**config.mk**
```make
export PLATFORM = sky130hd
export DESIGN_NAME = window_buffer_3x3_flat
export DESIGN_NICKNAME = d
export VERILOG_FILES = /design/src/rtl/window_buffer_3x3_pkg.sv /design/src/rtl/window_buffer_3x3_if.sv /design/src/rtl/window_buffer_3x3_line_buffer.sv /design/src/rtl/window_buffer_3x3.sv /design/src/flat_wrapper.sv
export SDC_FILE = /design/constraint.sdc
export NUM_CORES = 1
export LEC_CHECK = 0
export ABC_AREA = 1
export CAP_MARGIN = 25
export CORE_MARGIN = 5
export CORE_UTILIZATION = 58
export CTS_CLUSTER_DIAMETER = 120
export DETAILED_ROUTE_END_ITERATION = 8
export PLACE_DENSITY = 0.86
export REMOVE_ABC_BUFFERS = 1
export SETUP_SLACK_MARGIN = 0.5
export SLEW_MARGIN = 20
export SYNTH_ARGS = -nofsm -noshare
export SYNTH_HDL_FRONTEND = slang
export SYNTH_HIERARCHICAL = 1
export SYNTH_SLANG_ARGS = --single-unit
```
**constraint.sdc**
```tcl
create_clock -name clk -period 3 [get_ports clk]
set_input_delay 0.6 -clock clk [delete_from_list [all_inputs] [get_ports clk]]
set_output_delay 0.6 -clock clk [all_outputs]
set_load 0.01 [all_outputs]
```
**src/rtl/window_buffer_3x3_pkg.sv**
```systemverilog
// rtl/window_buffer_3x3_pkg.sv - shared pixel type, window tap indices and window FSM states
// Purpose : common definitions for the 3x3 window buffer, the pipeline controller and conv3x3.
// Contents: PIX_W / pix_t pixel type, WIN_TL..WIN_BR tap indices, window state enum.
package window_buffer_3x3_pkg;

   localparam int PIX_W = 8;
   typedef logic signed [PIX_W-1:0] pix_t;

   // Tap indices into a 3x3 window, row-major, top-left first; WIN_BR is the newest pixel.
   localparam int WIN_TL   = 0;
   localparam int WIN_TC   = 1;
   localparam int WIN_TR   = 2;
   localparam int WIN_ML   = 3;
   localparam int WIN_MC   = 4;
   localparam int WIN_MR   = 5;
   localparam int WIN_BL   = 6;
   localparam int WIN_BC   = 7;
   localparam int WIN_BR   = 8;
   localparam int WIN_TAPS = 9;

   typedef enum logic {
      WIN_EMPTY = 1'b0,
      WIN_FULL  = 1'b1
   } win_state_e;

endpackage

```
**src/rtl/window_buffer_3x3_if.sv**
```systemverilog
// rtl/window_buffer_3x3_if.sv - pixel-in / window-out handshake bundle
// Purpose : groups the pixel stream input and the 3x3 window output of window_buffer_3x3.
// Signals : pix_valid/pix_ready/pix_data (pixel stream), win_valid_out/win_ready/win_data0..8
//           (window stream), frame_done (end-of-frame pulse).
// Modports: master = producer of pixels and consumer of windows; slave = the window buffer.
interface window_buffer_3x3_if #(
   parameter int DATA_W = 8
);
   logic                     pix_valid;
   logic                     pix_ready;
   logic signed [DATA_W-1:0] pix_data;
   logic                     win_valid_out;
   logic                     win_ready;
   logic signed [DATA_W-1:0] win_data0;
   logic signed [DATA_W-1:0] win_data1;
   logic signed [DATA_W-1:0] win_data2;
   logic signed [DATA_W-1:0] win_data3;
   logic signed [DATA_W-1:0] win_data4;
   logic signed [DATA_W-1:0] win_data5;
   logic signed [DATA_W-1:0] win_data6;
   logic signed [DATA_W-1:0] win_data7;
   logic signed [DATA_W-1:0] win_data8;
   logic                     frame_done;

   modport master (
      output pix_valid, pix_data, win_ready,
      input  pix_ready, win_valid_out, frame_done,
      input  win_data0, win_data1, win_data2, win_data3, win_data4,
      input  win_data5, win_data6, win_data7, win_data8
   );

   modport slave (
      input  pix_valid, pix_data, win_ready,
      output pix_ready, win_valid_out, frame_done,
      output win_data0, win_data1, win_data2, win_data3, win_data4,
      output win_data5, win_data6, win_data7, win_data8
   );
endinterface

```
**src/rtl/window_buffer_3x3_line_buffer.sv**
```systemverilog
// rtl/window_buffer_3x3_line_buffer.sv - one-row pixel store, read-before-write
// Purpose : holds one image row; dout shows the stored pixel at addr, so a write on the same
//           edge returns the previous row's value to the reader.
// Ports   : clk, rst (sync, active-high, clears the store), en (write strobe),
//           addr (column), din (pixel in), dout (stored pixel at addr).
module window_buffer_3x3_line_buffer #(
   parameter int DEPTH  = 8,
   parameter int DATA_W = 8,
   parameter int AW     = (DEPTH > 1) ? $clog2(DEPTH) : 1
) (
   input  logic                     clk,
   input  logic                     rst,
   input  logic                     en,
   input  logic [AW-1:0]            addr,
   input  logic signed [DATA_W-1:0] din,
   output logic signed [DATA_W-1:0] dout
);
   logic signed [DATA_W-1:0] mem_q [DEPTH];

   assign dout = mem_q[addr];

   always_ff @(posedge clk) begin
      if (rst) begin
         for (int i = 0; i < DEPTH; i++) begin
            mem_q[i] <= '0;
         end
      end else if (en) begin
         mem_q[addr] <= din;
      end
   end
endmodule

```
**src/rtl/window_buffer_3x3.sv**
```systemverilog
// rtl/window_buffer_3x3.sv - raster pixel stream to 3x3 sliding windows
// Purpose : two line buffers plus a 3x3 register window turn a raster-order signed pixel stream
//           into 3x3 windows; windows back-pressure the pixel input.
// Ports   : clk, rst (sync, active-high), bus (window_buffer_3x3_if.slave: pixel stream in,
//           window stream out, frame_done pulse).
// Config  : WIN_STRIDE2_EN defined -> windows only at even row and even column (stride 2);
//           undefined -> stride 1.
module window_buffer_3x3
   import window_buffer_3x3_pkg::*;
#(
   parameter int IMG_W  = 8,
   parameter int IMG_H  = 8,
   parameter int DATA_W = 8
) (
   input  logic                 clk,
   input  logic                 rst,
   window_buffer_3x3_if.slave   bus
);
   localparam int CW = (IMG_W > 1) ? $clog2(IMG_W) : 1;
   localparam int RW = (IMG_H > 1) ? $clog2(IMG_H) : 1;
   localparam logic [CW-1:0] COL_LAST = CW'(IMG_W - 1);
   localparam logic [RW-1:0] ROW_LAST = RW'(IMG_H - 1);

   logic [CW-1:0]            col_q;
   logic [RW-1:0]            row_q;
   logic signed [DATA_W-1:0] win_q [WIN_TAPS];
   win_state_e               state_q;
   logic                     frame_done_q;

   logic                     pix_fire;
   logic                     qualify;
   logic                     col_last;
   logic                     row_last;
   logic signed [DATA_W-1:0] lb0_dout;
   logic signed [DATA_W-1:0] lb1_dout;

   assign bus.pix_ready = (state_q == WIN_EMPTY) | bus.win_ready;
   assign pix_fire      = bus.pix_valid & bus.pix_ready;
   assign col_last      = (col_q == COL_LAST);
   assign row_last      = (row_q == ROW_LAST);

   // Only positions whose full 3x3 neighbourhood lies in the current row band produce a window,
   // which also keeps stale line-buffer contents from a previous frame hidden.
`ifdef WIN_STRIDE2_EN
   assign qualify = (row_q >= RW'(2)) && (col_q >= CW'(2)) && !row_q[0] && !col_q[0];
`else
   assign qualify = (row_q >= RW'(2)) && (col_q >= CW'(2));
`endif

   // lb0 holds row r-1, lb1 holds row r-2; lb1 is refilled from lb0's old value.
   window_buffer_3x3_line_buffer #(.DEPTH(IMG_W), .DATA_W(DATA_W), .AW(CW)) lb0 (
      .clk  (clk),
      .rst  (rst),
      .en   (pix_fire),
      .addr (col_q),
      .din  (bus.pix_data),
      .dout (lb0_dout)
   );

   window_buffer_3x3_line_buffer #(.DEPTH(IMG_W), .DATA_W(DATA_W), .AW(CW)) lb1 (
      .clk  (clk),
      .rst  (rst),
      .en   (pix_fire),
      .addr (col_q),
      .din  (lb0_dout),
      .dout (lb1_dout)
   );

   always_ff @(posedge clk) begin
      if (rst) begin
         state_q      <= WIN_EMPTY;
         frame_done_q <= 1'b0;
         col_q        <= '0;
         row_q        <= '0;
         for (int i = 0; i < WIN_TAPS; i++) begin
            win_q[i] <= '0;
         end
      end else begin
         frame_done_q <= pix_fire && col_last && row_last;

         if (pix_fire) begin
            win_q[WIN_TL] <= win_q[WIN_TC];
            win_q[WIN_TC] <= win_q[WIN_TR];
            win_q[WIN_TR] <= lb1_dout;
            win_q[WIN_ML] <= win_q[WIN_MC];
            win_q[WIN_MC] <= win_q[WIN_MR];
            win_q[WIN_MR] <= lb0_dout;
            win_q[WIN_BL] <= win_q[WIN_BC];
            win_q[WIN_BC] <= win_q[WIN_BR];
            win_q[WIN_BR] <= bus.pix_data;

            if (col_last) begin
               col_q <= '0;
               row_q <= row_last ? '0 : row_q + 1'b1;
            end else begin
               col_q <= col_q + 1'b1;
            end
         end

         // A pixel is only accepted in FULL when the window is being taken the same cycle,
         // so the held window is never overwritten.
         case (state_q)
            WIN_EMPTY: if (pix_fire && qualify) state_q <= WIN_FULL;
            WIN_FULL: begin
               if (pix_fire && qualify) state_q <= WIN_FULL;
               else if (bus.win_ready)  state_q <= WIN_EMPTY;
            end
            default:                    state_q <= WIN_EMPTY;
         endcase
      end
   end

   assign bus.win_valid_out = (state_q == WIN_FULL);
   assign bus.frame_done    = frame_done_q;
   assign bus.win_data0     = win_q[WIN_TL];
   assign bus.win_data1     = win_q[WIN_TC];
   assign bus.win_data2     = win_q[WIN_TR];
   assign bus.win_data3     = win_q[WIN_ML];
   assign bus.win_data4     = win_q[WIN_MC];
   assign bus.win_data5     = win_q[WIN_MR];
   assign bus.win_data6     = win_q[WIN_BL];
   assign bus.win_data7     = win_q[WIN_BC];
   assign bus.win_data8     = win_q[WIN_BR];
endmodule
```
**src/flat_wrapper.sv**
```systemverilog
// flat-port wrapper written by rule: the top's interface ports become plain ports
module window_buffer_3x3_flat import window_buffer_3x3_pkg::*;
#(
   parameter int IMG_W  = 8,
   parameter int IMG_H  = 8,
   parameter int DATA_W = 8
)
  (clk, rst, bus_pix_valid, bus_pix_data, bus_win_ready, bus_pix_ready, bus_win_valid_out, bus_frame_done, bus_win_data0, bus_win_data1, bus_win_data2, bus_win_data3, bus_win_data4, bus_win_data5, bus_win_data6, bus_win_data7, bus_win_data8);
  window_buffer_3x3_if #(.DATA_W(DATA_W)) bus_i ();
  input  logic clk;
  input  logic rst;
  input wire logic [$bits(bus_i.pix_valid)-1:0] bus_pix_valid;
  input wire logic [$bits(bus_i.pix_data)-1:0] bus_pix_data;
  input wire logic [$bits(bus_i.win_ready)-1:0] bus_win_ready;
  output wire logic [$bits(bus_i.pix_ready)-1:0] bus_pix_ready;
  output wire logic [$bits(bus_i.win_valid_out)-1:0] bus_win_valid_out;
  output wire logic [$bits(bus_i.frame_done)-1:0] bus_frame_done;
  output wire logic [$bits(bus_i.win_data0)-1:0] bus_win_data0;
  output wire logic [$bits(bus_i.win_data1)-1:0] bus_win_data1;
  output wire logic [$bits(bus_i.win_data2)-1:0] bus_win_data2;
  output wire logic [$bits(bus_i.win_data3)-1:0] bus_win_data3;
  output wire logic [$bits(bus_i.win_data4)-1:0] bus_win_data4;
  output wire logic [$bits(bus_i.win_data5)-1:0] bus_win_data5;
  output wire logic [$bits(bus_i.win_data6)-1:0] bus_win_data6;
  output wire logic [$bits(bus_i.win_data7)-1:0] bus_win_data7;
  output wire logic [$bits(bus_i.win_data8)-1:0] bus_win_data8;
  assign bus_i.pix_valid = bus_pix_valid;
  assign bus_i.pix_data = bus_pix_data;
  assign bus_i.win_ready = bus_win_ready;
  assign bus_pix_ready = bus_i.pix_ready;
  assign bus_win_valid_out = bus_i.win_valid_out;
  assign bus_frame_done = bus_i.frame_done;
  assign bus_win_data0 = bus_i.win_data0;
  assign bus_win_data1 = bus_i.win_data1;
  assign bus_win_data2 = bus_i.win_data2;
  assign bus_win_data3 = bus_i.win_data3;
  assign bus_win_data4 = bus_i.win_data4;
  assign bus_win_data5 = bus_i.win_data5;
  assign bus_win_data6 = bus_i.win_data6;
  assign bus_win_data7 = bus_i.win_data7;
  assign bus_win_data8 = bus_i.win_data8;
  window_buffer_3x3 #(.IMG_W(IMG_W), .IMG_H(IMG_H), .DATA_W(DATA_W)) u_core (.clk(clk), .rst(rst), .bus(bus_i));
endmodule
```
* After elaboration in Yosys (flattened, before gate mapping)
Memory sizes are Yosys's and may differ from the RTL's. A register that Yosys moved wholly into a read port is not among the register bits. Index checks and enable logic that the tools add are counted.
Cells by class: add/sub/neg operators 2, $lt $le $gt $ge 2, eq/ne operators 2, mux-type cells 30, bitwise operators 12, reduce and logical (&&, ||, !) cells 7
Operator list (number):
- 8-bit 2-to-1 mux | 11
- 3-bit 2-to-1 mux | 8
- 8-bit OR reduction | 2
- 1-bit 2-to-1 mux | 10
- 1-bit bitwise OR | 10
- 3-bit by 1-bit adder with 3-bit output, second input constant | 2
- 3-bit == test, second input constant | 2
- 3-bit by 2-bit greater-or-equal comparator with 1-bit output, second input constant | 2
- 1-bit logical AND | 4
- 1-bit one-hot mux with 2 select lines | 1
- 2-bit AND reduction | 1
- 1-bit AND | 1
- 1-bit NOT | 1
Storage, ports and cells: bits in registers 8, RAM bits 200, bits of input ports 12, output and inout port bits 75, memories 3
Memories:
- u_core.win_q | depth 9, bits a word 8, rd ports 9, clocked after memory_dff 0, write ports 9, RTL line window_buffer_3x3.sv:26 | logic signed [DATA_W-1:0] win_q [WIN_TAPS];
- u_core.lb0.mem_q | depth 8, bits a word 8, rd ports 1, clocked after memory_dff 1, write ports 8, RTL line window_buffer_3x3_line_buffer.sv:18 | logic signed [DATA_W-1:0] mem_q [DEPTH];
- u_core.lb1.mem_q | depth 8, bits a word 8, rd ports 1, clocked after memory_dff 1, write ports 8, RTL line window_buffer_3x3_line_buffer.sv:18

* Logic depth before layout (Yosys ltp)
Gate-level depths: netlist of run 1.
word-level depth 8, depth in mapped cells 10, mapped depth without buffers 9

* By module
The synthesis of run 1 kept the hierarchy.
Modules (own cells, without submodules):
- window_buffer_3x3 | times used 1, cells each 281, area each 3687.3 sq um, sequential area each 2322.2 sq um
- window_buffer_3x3_line_buffer (u_core.lb0) | times used 1, cells each 334, area each 3235.6 sq um, sequential area each 1921.8 sq um
- window_buffer_3x3_line_buffer (u_core.lb1) | times used 1, cells each 337, area each 3186.8 sq um, sequential area each 1921.8 sq um

* Least setup slack after synthesis of run 1
No wires, ideal clock.
path kind input to register, from input bus_win_ready, to memory u_core.win_q[0][0] (enable), setup time 0.433 ns, arrival 2.458 ns, data required time 2.567 ns, slack 0.109 ns, stages 4, path buffers 0, cells stage by stage inv_1 nand2_1 nand2_1 nand2_1
RTL lines:
- start: declaration | RTL line flat_wrapper.sv:14 | input wire logic [$bits(bus_i.win_ready)-1:0] bus_win_ready;
- end: declaration | RTL line window_buffer_3x3.sv:26

* Worst setup path in the final report of run 1
from input bus_win_ready, to output bus_pix_ready
On the way: word-level cells in the longest chain between the ends 1
Ends and longest elaborated chain:
- 1-bit bitwise OR | RTL line window_buffer_3x3.sv:37 | assign bus.pix_ready = (state_q == WIN_EMPTY) | bus.win_ready;
- end: declaration | RTL line flat_wrapper.sv:15 | output wire logic [$bits(bus_i.pix_ready)-1:0] bus_pix_ready;
Every way passes these cells.

==> results.toml, run 1 <==
[status]
outcome = "completed"

[floorplan]
core.rowCount = 48
die_w_um = 142
dieArea_sq_um = 20200
initial_core_util_pct = 58.9
die_h_um = 142
io_pins = 87
core_area_sq_um = 17200

[cts]
ctsHoldBuffers = 0
cts_resized = 0
cts_made_buffers = 20
cts_setup_buffers = 0
cts_sinks = 208
clock_path_buffers = 3
cts_tree = "done"
clkTransAtPathRegs_ns = 0.05
root_buffer = "clkbuf_16"
htreeDepth = 1
clkLatencyLatePin_ns = 0.50

[timing]
setup_viol = 0
hold_viol = 0
min_period_ns = 2.37
finalCritPeriodShare_pct = 79.1
timing.hold.ws_ns = 0.529
relSlewSlack_pct = 52.8
rsz0062_at_grt = "no"
tightest_slew_ns = 0.707
fmax_ghz = 0.421
clock_skew_ns = 0.0176
slew_violations = 0

[detailed_routing]
wire_per_inst_um = 17.5
antenna_left = 0
vias = 6944
drt_iter0_drc = 869
drtPass1Iterations = 6
wl_um = 22400
post_drt_via_cell_ratio = 5.42
drc = 0

[global_route]
grt_pass1_vias = 6860
grt_pass1_wl_um = 35900
grt_overflow = 0
grt_start_max_net_pins = 37
antenna_found_initial = 0
track_usage_pct = 22.5

[yosys]
synth_fa_ha_area_share_pct = 0.495
yosys.area_share.simple_pct = 30.3
synth_compound_area_share_pct = 0.309
synth_top_family_by_area = "simple AND/OR/NAND/NOR gates"
yosys-top-cells-area = "edfxtp_1, nand2_1, nor2_4"
syn_inst = 952
ys_seq_elements = 208
synth_seq_area_share_pct = 61.0
synth_area_sq_um = 10100
postSynthAreaPerCell_sq_um = 10.6
synth_mux_area_share_pct = 0
synth_xor_area_share_pct = 0
synth_edf_count = 200
async_reset_ff_share_pct = 0
synth_top_area_share_pct = 59.4
ys_warn_count = 6
ys_types = 25
synth_common_cells = "nand2_1, edfxtp_1, nor2_1"
synth_top_cell_by_area = "edfxtp_1"
ys.flop_type = "edfxtp_1"
yosysMostFrequentCell = "nand2_1"

[pwr]
ir_worst_vdd_mv = 0.388
finalPower_w = 0.00664
p_leak_nw = 4.86
power_density_nw_per_um2 = 567

[worst_setup_path]
cp_data_required_time_ns = 2.40
crit_chain = "clkdlybuf4s50_1 > inv_1 > nand2_1 > clkdlybuf4s50_1"
slowest_stage = "clkdlybuf4s50_1"
critPathKind = "input pin to primary output"
critPathMaxFanout = 3
end_kind = "primary output"
start_kind = "input pin"
arrival_ns = 1.77
max_stage_delay_ns = 0.55
cpMostUsedCell = "clkdlybuf4s50_1"

[min_path]
min_path_type = "register to register"

[placement]
io_buffers = 86
dpl_cell_area_sq_um = 11100
hpwl_um = 14800
gp_congestion = 0.893

[finish]
fin_nets = 1063
antenna_cells = 0
syn2layout_area_growth_pct = 15.9
regArea_sq_um = 6170
stdcell_area_sq_um = 11700
drive_above_1_share_pct = 13.7
fill_cells = 1075
multi_input_area_sq_um = 3170

[flow_run]
drv_cap = 0
-- sequential cells by signal, summed over array words and instances, names as in the netlist --
| name | cells |
|---|---|
| u_core/lb0/mem_q | 64 |
| u_core/bus.frame_done | 1 |
| u_core/col_q | 3 |
| u_core/bus.win_valid_out | 1 |
| u_core/win_q | 72 |
| u_core/lb1/mem_q | 64 |
| u_core/row_q | 3 |
-- metal layers --
layer | track usage [%] | vias to the layer above | wire length (um)
met2 | 37.2 | 451 | 10800
li1 | - | 3203 | -
met5 | 0 | - | 0
met1 | 28.8 | 3203 | 8120
met4 | 11.1 | 0 | 1070
met3 | 3.97 | 87 | 2400
-- final timing paths --
check	from	end	slack (ns)	depth (start not counted)
max	bus_win_ready	bus_pix_ready	0.63	4
min	u_core/row_q[2]	u_core/row_q[2]	0.53	4
max reg2reg	u_core/col_q[0]	u_core/lb1/mem_q[2][3]	0.73	9
min reg2reg	u_core/row_q[2]	u_core/row_q[2]	0.53	4
-- stage by stage --
stage | std cells | utilization, % | setup slack (ns) | TNS (ns)
floorplan | 918 | - | -0.652 | -90.90
global placement | 1250 | 64.7 | 0.378 | 0
detailed placement | 1250 | 64.7 | 0.218 | 0
CTS | 1282 | 68.2 | 0.624 | 0
global route | 1282 | 68.2 | 0.561 | 0
finish | 1282 | 68.2 | 0.626 | 0
-- logic make-up after synthesis --
kind of cell             after synthesis
AND/OR/NAND/NOR                      592
buffers and inverters                143
flip-flops                           208
adder cells (fa/ha/maj)                4
AO/OA/AOI/OAI                          5
-- report_power, final --
group | total, W | leakage (nW) | internal [W] | switching [W]
Clock | 0.00236 | 0.291 | 0.00135 | 0.00101
Combinational | 0.000863 | 2.38 | 0.000275 | 0.000588
Sequential | 0.00342 | 2.19 | 0.00334 | 0.0000789
Total | 0.00664 | 4.86 | 0.00497 | 0.00167
-- cell type report --
cell class / count / area share [%]
inverter: 109 / 3.51
timing repair buffer: 107 / 9.26
multi-input combinational: 601 / 27.0
tap: 225 / 2.40
clock buffer: 24 / 4.58
clock inverter: 8 / 0.566
sequential: 208 / 52.6
-- placed cells by master (no fill, tap or decap), drive strengths merged --
cell type        n
nand2          330
nor2           227
edfxtp         200
inv            109
clkdlybuf4s50   86
clkbuf          24
buf             21
nand4           18
nand3           17
dfxtp            8
clkinv           6
o21ai            4
ha               4
clkinvlp         1
bufinv           1
a21boi           1
-- worst max-delay path: cells and delay by family --
kind	cells	cell delay, ns
buffers and inverters	3	1.07
AND/OR/NAND/NOR	1	0.10
No activity file was read; power rests on OpenSTA's default activity.
==> run 2, diff against run 1 <==
Clock period 3 ns to 2.2 ns, I/O delays scaled along.
==> run 2 against run 1 <==
Effect of this change: utilization up 7.2 points; largest power group unchanged; clock skew is 0.0060 ns lower; global-route usage is 4.0 points higher; largest cell class unchanged; non-clock buffer count rose by 66; critical endpoint is now u_core/win_q[0][22]; final area is 11% higher.
==> results.toml, run 2 (synthesis results as in run 1) <==
[timing]
setup_tns_ns = 0
tightest_slew_ns = 0.607
min_period_ns = 1.93
hold_viol = 0
slew_violations = 0
timing.hold.ws_ns = 0.501
clock_skew_ns = 0.0116
fmax_ghz = 0.519
relSlewSlack_pct = 59.5
rsz0062_at_grt = "yes"
finalCritPeriodShare_pct = 87.6
setup_viol = 0

[worst_setup_path]
reg2reg_depth = 9
critPathMaxFanout = 18
r2r_end = "u_core/win_q[0][22]"
r2r_setup_slack_ns = 0.27
r2r_start = "u_core/col_q[0]"
start_kind = "register"
end_kind = "register"
cp_data_required_time_ns = 2.46
arrival_ns = 2.19
critPathKind = "register to register"

[detailed_routing]
drt_iter0_drc = 1431
drc = 0
vias = 8434
post_drt_via_cell_ratio = 6.22
antenna_left = 0
wire_per_inst_um = 24.8
drtPass1Iterations = 8
wl_um = 33700

[global_route]
antenna_found_initial = 0
grt_pass1_wl_um = 41600
track_usage_pct = 26.5
grt_pass1_vias = 7616
grt_start_max_net_pins = 35
grt_overflow = 0

[finish]
final_util_pct = 75.5
regMostFlops = "u_core/win_q"
mostFrequentLayoutCells = "nand2_1, edfxtp_1, nor2_1"
final_common_cell = "nand2_1"
stdcell_area_sq_um = 13000
fin_nets = 1133
drive_above_1_share_pct = 28.7
top_regs = "u_core/win_q (72), u_core/lb0/mem_q (64), u_core/lb1/mem_q (64)"
antenna_cells = 0
syn2layout_area_growth_pct = 28.2
largest_reg_flops = 72

[pwr]
seqPwrFrac_pct = 47.6
internal_power_w = 0.00712
clockPowerShare_pct = 35.3
power_density_nw_per_um2 = 759
p_comb_share_pct = 17.2
p_leak_nw = 5.63
finalPower_w = 0.00984
sw_frac_of_total_pct = 27.6
p_sw_w = 0.00272
ir_worst_vdd_mv = 0.610

[placement]
hpwl_um = 15500
dpl_cell_area_sq_um = 11500
gp_congestion = 0.943
io_buffers = 86

[floorplan]
die_w_um = 142
die_h_um = 142
dieArea_sq_um = 20200
io_pins = 87
core_area_sq_um = 17200
initial_core_util_pct = 58.9
core.rowCount = 48

[cts]
cts_tree = "done"
cts_made_buffers = 21
cts_sinks = 208
clkLatencyLatePin_ns = 0.50
root_buffer = "clkbuf_16"
clock_path_buffers = 3
clkTransAtPathRegs_ns = 0.07
htreeDepth = 1

[flow_run]
drv_cap = 0

[min_path]
min_to = "u_core/bus.win_valid_out"
min-delay-start = "bus_win_ready"
whs_path_depth = 5
min_path_type = "input pin to register"

[status]
outcome = "completed"
run 2: changes by cell type in the layout (fill, tap and decap cells not counted), moves of 10 or more:
cell             delta
buf_6              +10
inv_1              -18
clkdlybuf4s50_1    -77
inv_2              +14
nand2_2            +49
nor2_4             +12
buf_4              +31
buf_12             +16
dlygate4sd2_1      +73
nor2_2             +20
nand2_1            -55
nor2_1             -32
run 2: per-stage QoR:
stage                     cells  worst slack (ns)
after floorplan             918             -1.45
after global placement     1284           -0.0756
after detailed placement   1284            -0.129
after CTS                  1326             0.302
after global routing       1356             0.261
final                      1356             0.272
run 2: power by group through the flow:
| stage | Clock (W) | Sequential [W] | Combinational [W] |
|---|---|---|---|
| 2_1_floorplan | 0 | 0.00481 | 0.000591 |
| 6_report | 0.00347 | 0.00468 | 0.00169 |
| 5_1_grt | 0.00364 | 0.00469 | 0.00172 |
| 4_1_cts | 0.00341 | 0.00465 | 0.00130 |
| 3_3_place_gp | 0 | 0.00472 | 0.00124 |
| 3_5_place_dp | 0 | 0.00473 | 0.00128 |
run 2: timing repair:
action                     4_1_cts  5_1_grt
gates cloned                     2        9
gates resized for setup        108      134
setup buffers                    3       21
setup endpoints to repair      271      272
hold buffers                     0        0
pin swaps                        2       17
run 2: worst max-delay path, cell delays in order, from the launching register on:
cell       delay, ns
dfxtp_4         0.52
buf_12          0.22
inv_16          0.07
clkbuf_16       0.16
nand4_1         0.08
nand2_1         0.07
nor2_1          0.22
nand2_1         0.18
inv_2           0.10
nor2_4          0.04
run 2: worst max-delay path by stage:
stage                                   to  depth (start not counted)       startpoint
CTS                          bus_pix_ready                          5    bus_win_ready
finish                 u_core/win_q[0][22]                          9  u_core/col_q[0]
global route           u_core/win_q[0][22]                          9  u_core/col_q[0]
floorplan           u_core/lb1/mem_q[3][6]                          7  u_core/col_q[0]
detailed placement  u_core/lb0/mem_q[3][0]                          9    bus_win_ready
global placement    u_core/lb0/mem_q[3][3]                          9    bus_win_ready
run 2: layer usage:
layer | vias up | track usage [%] | part of all wire (%)
met5 | - | 0 | 0
met4 | 0 | 12.4 | 8.4
met3 | 257 | 5.11 | 14
met2 | 923 | 46.4 | 47
met1 | 3902 | 31.5 | 31
li1 | 3352 | - | -
run 2: cell type report:
class	count	area, sq um
inverters	109	448
clock inverters	6	50.0
flip-flops and latches	208	6180
multi-input cells	601	3490
repair inverters	3	27.5
fillers	825	4220
repair buffers	173	1890
clock buffers	31	593
well taps	225	282
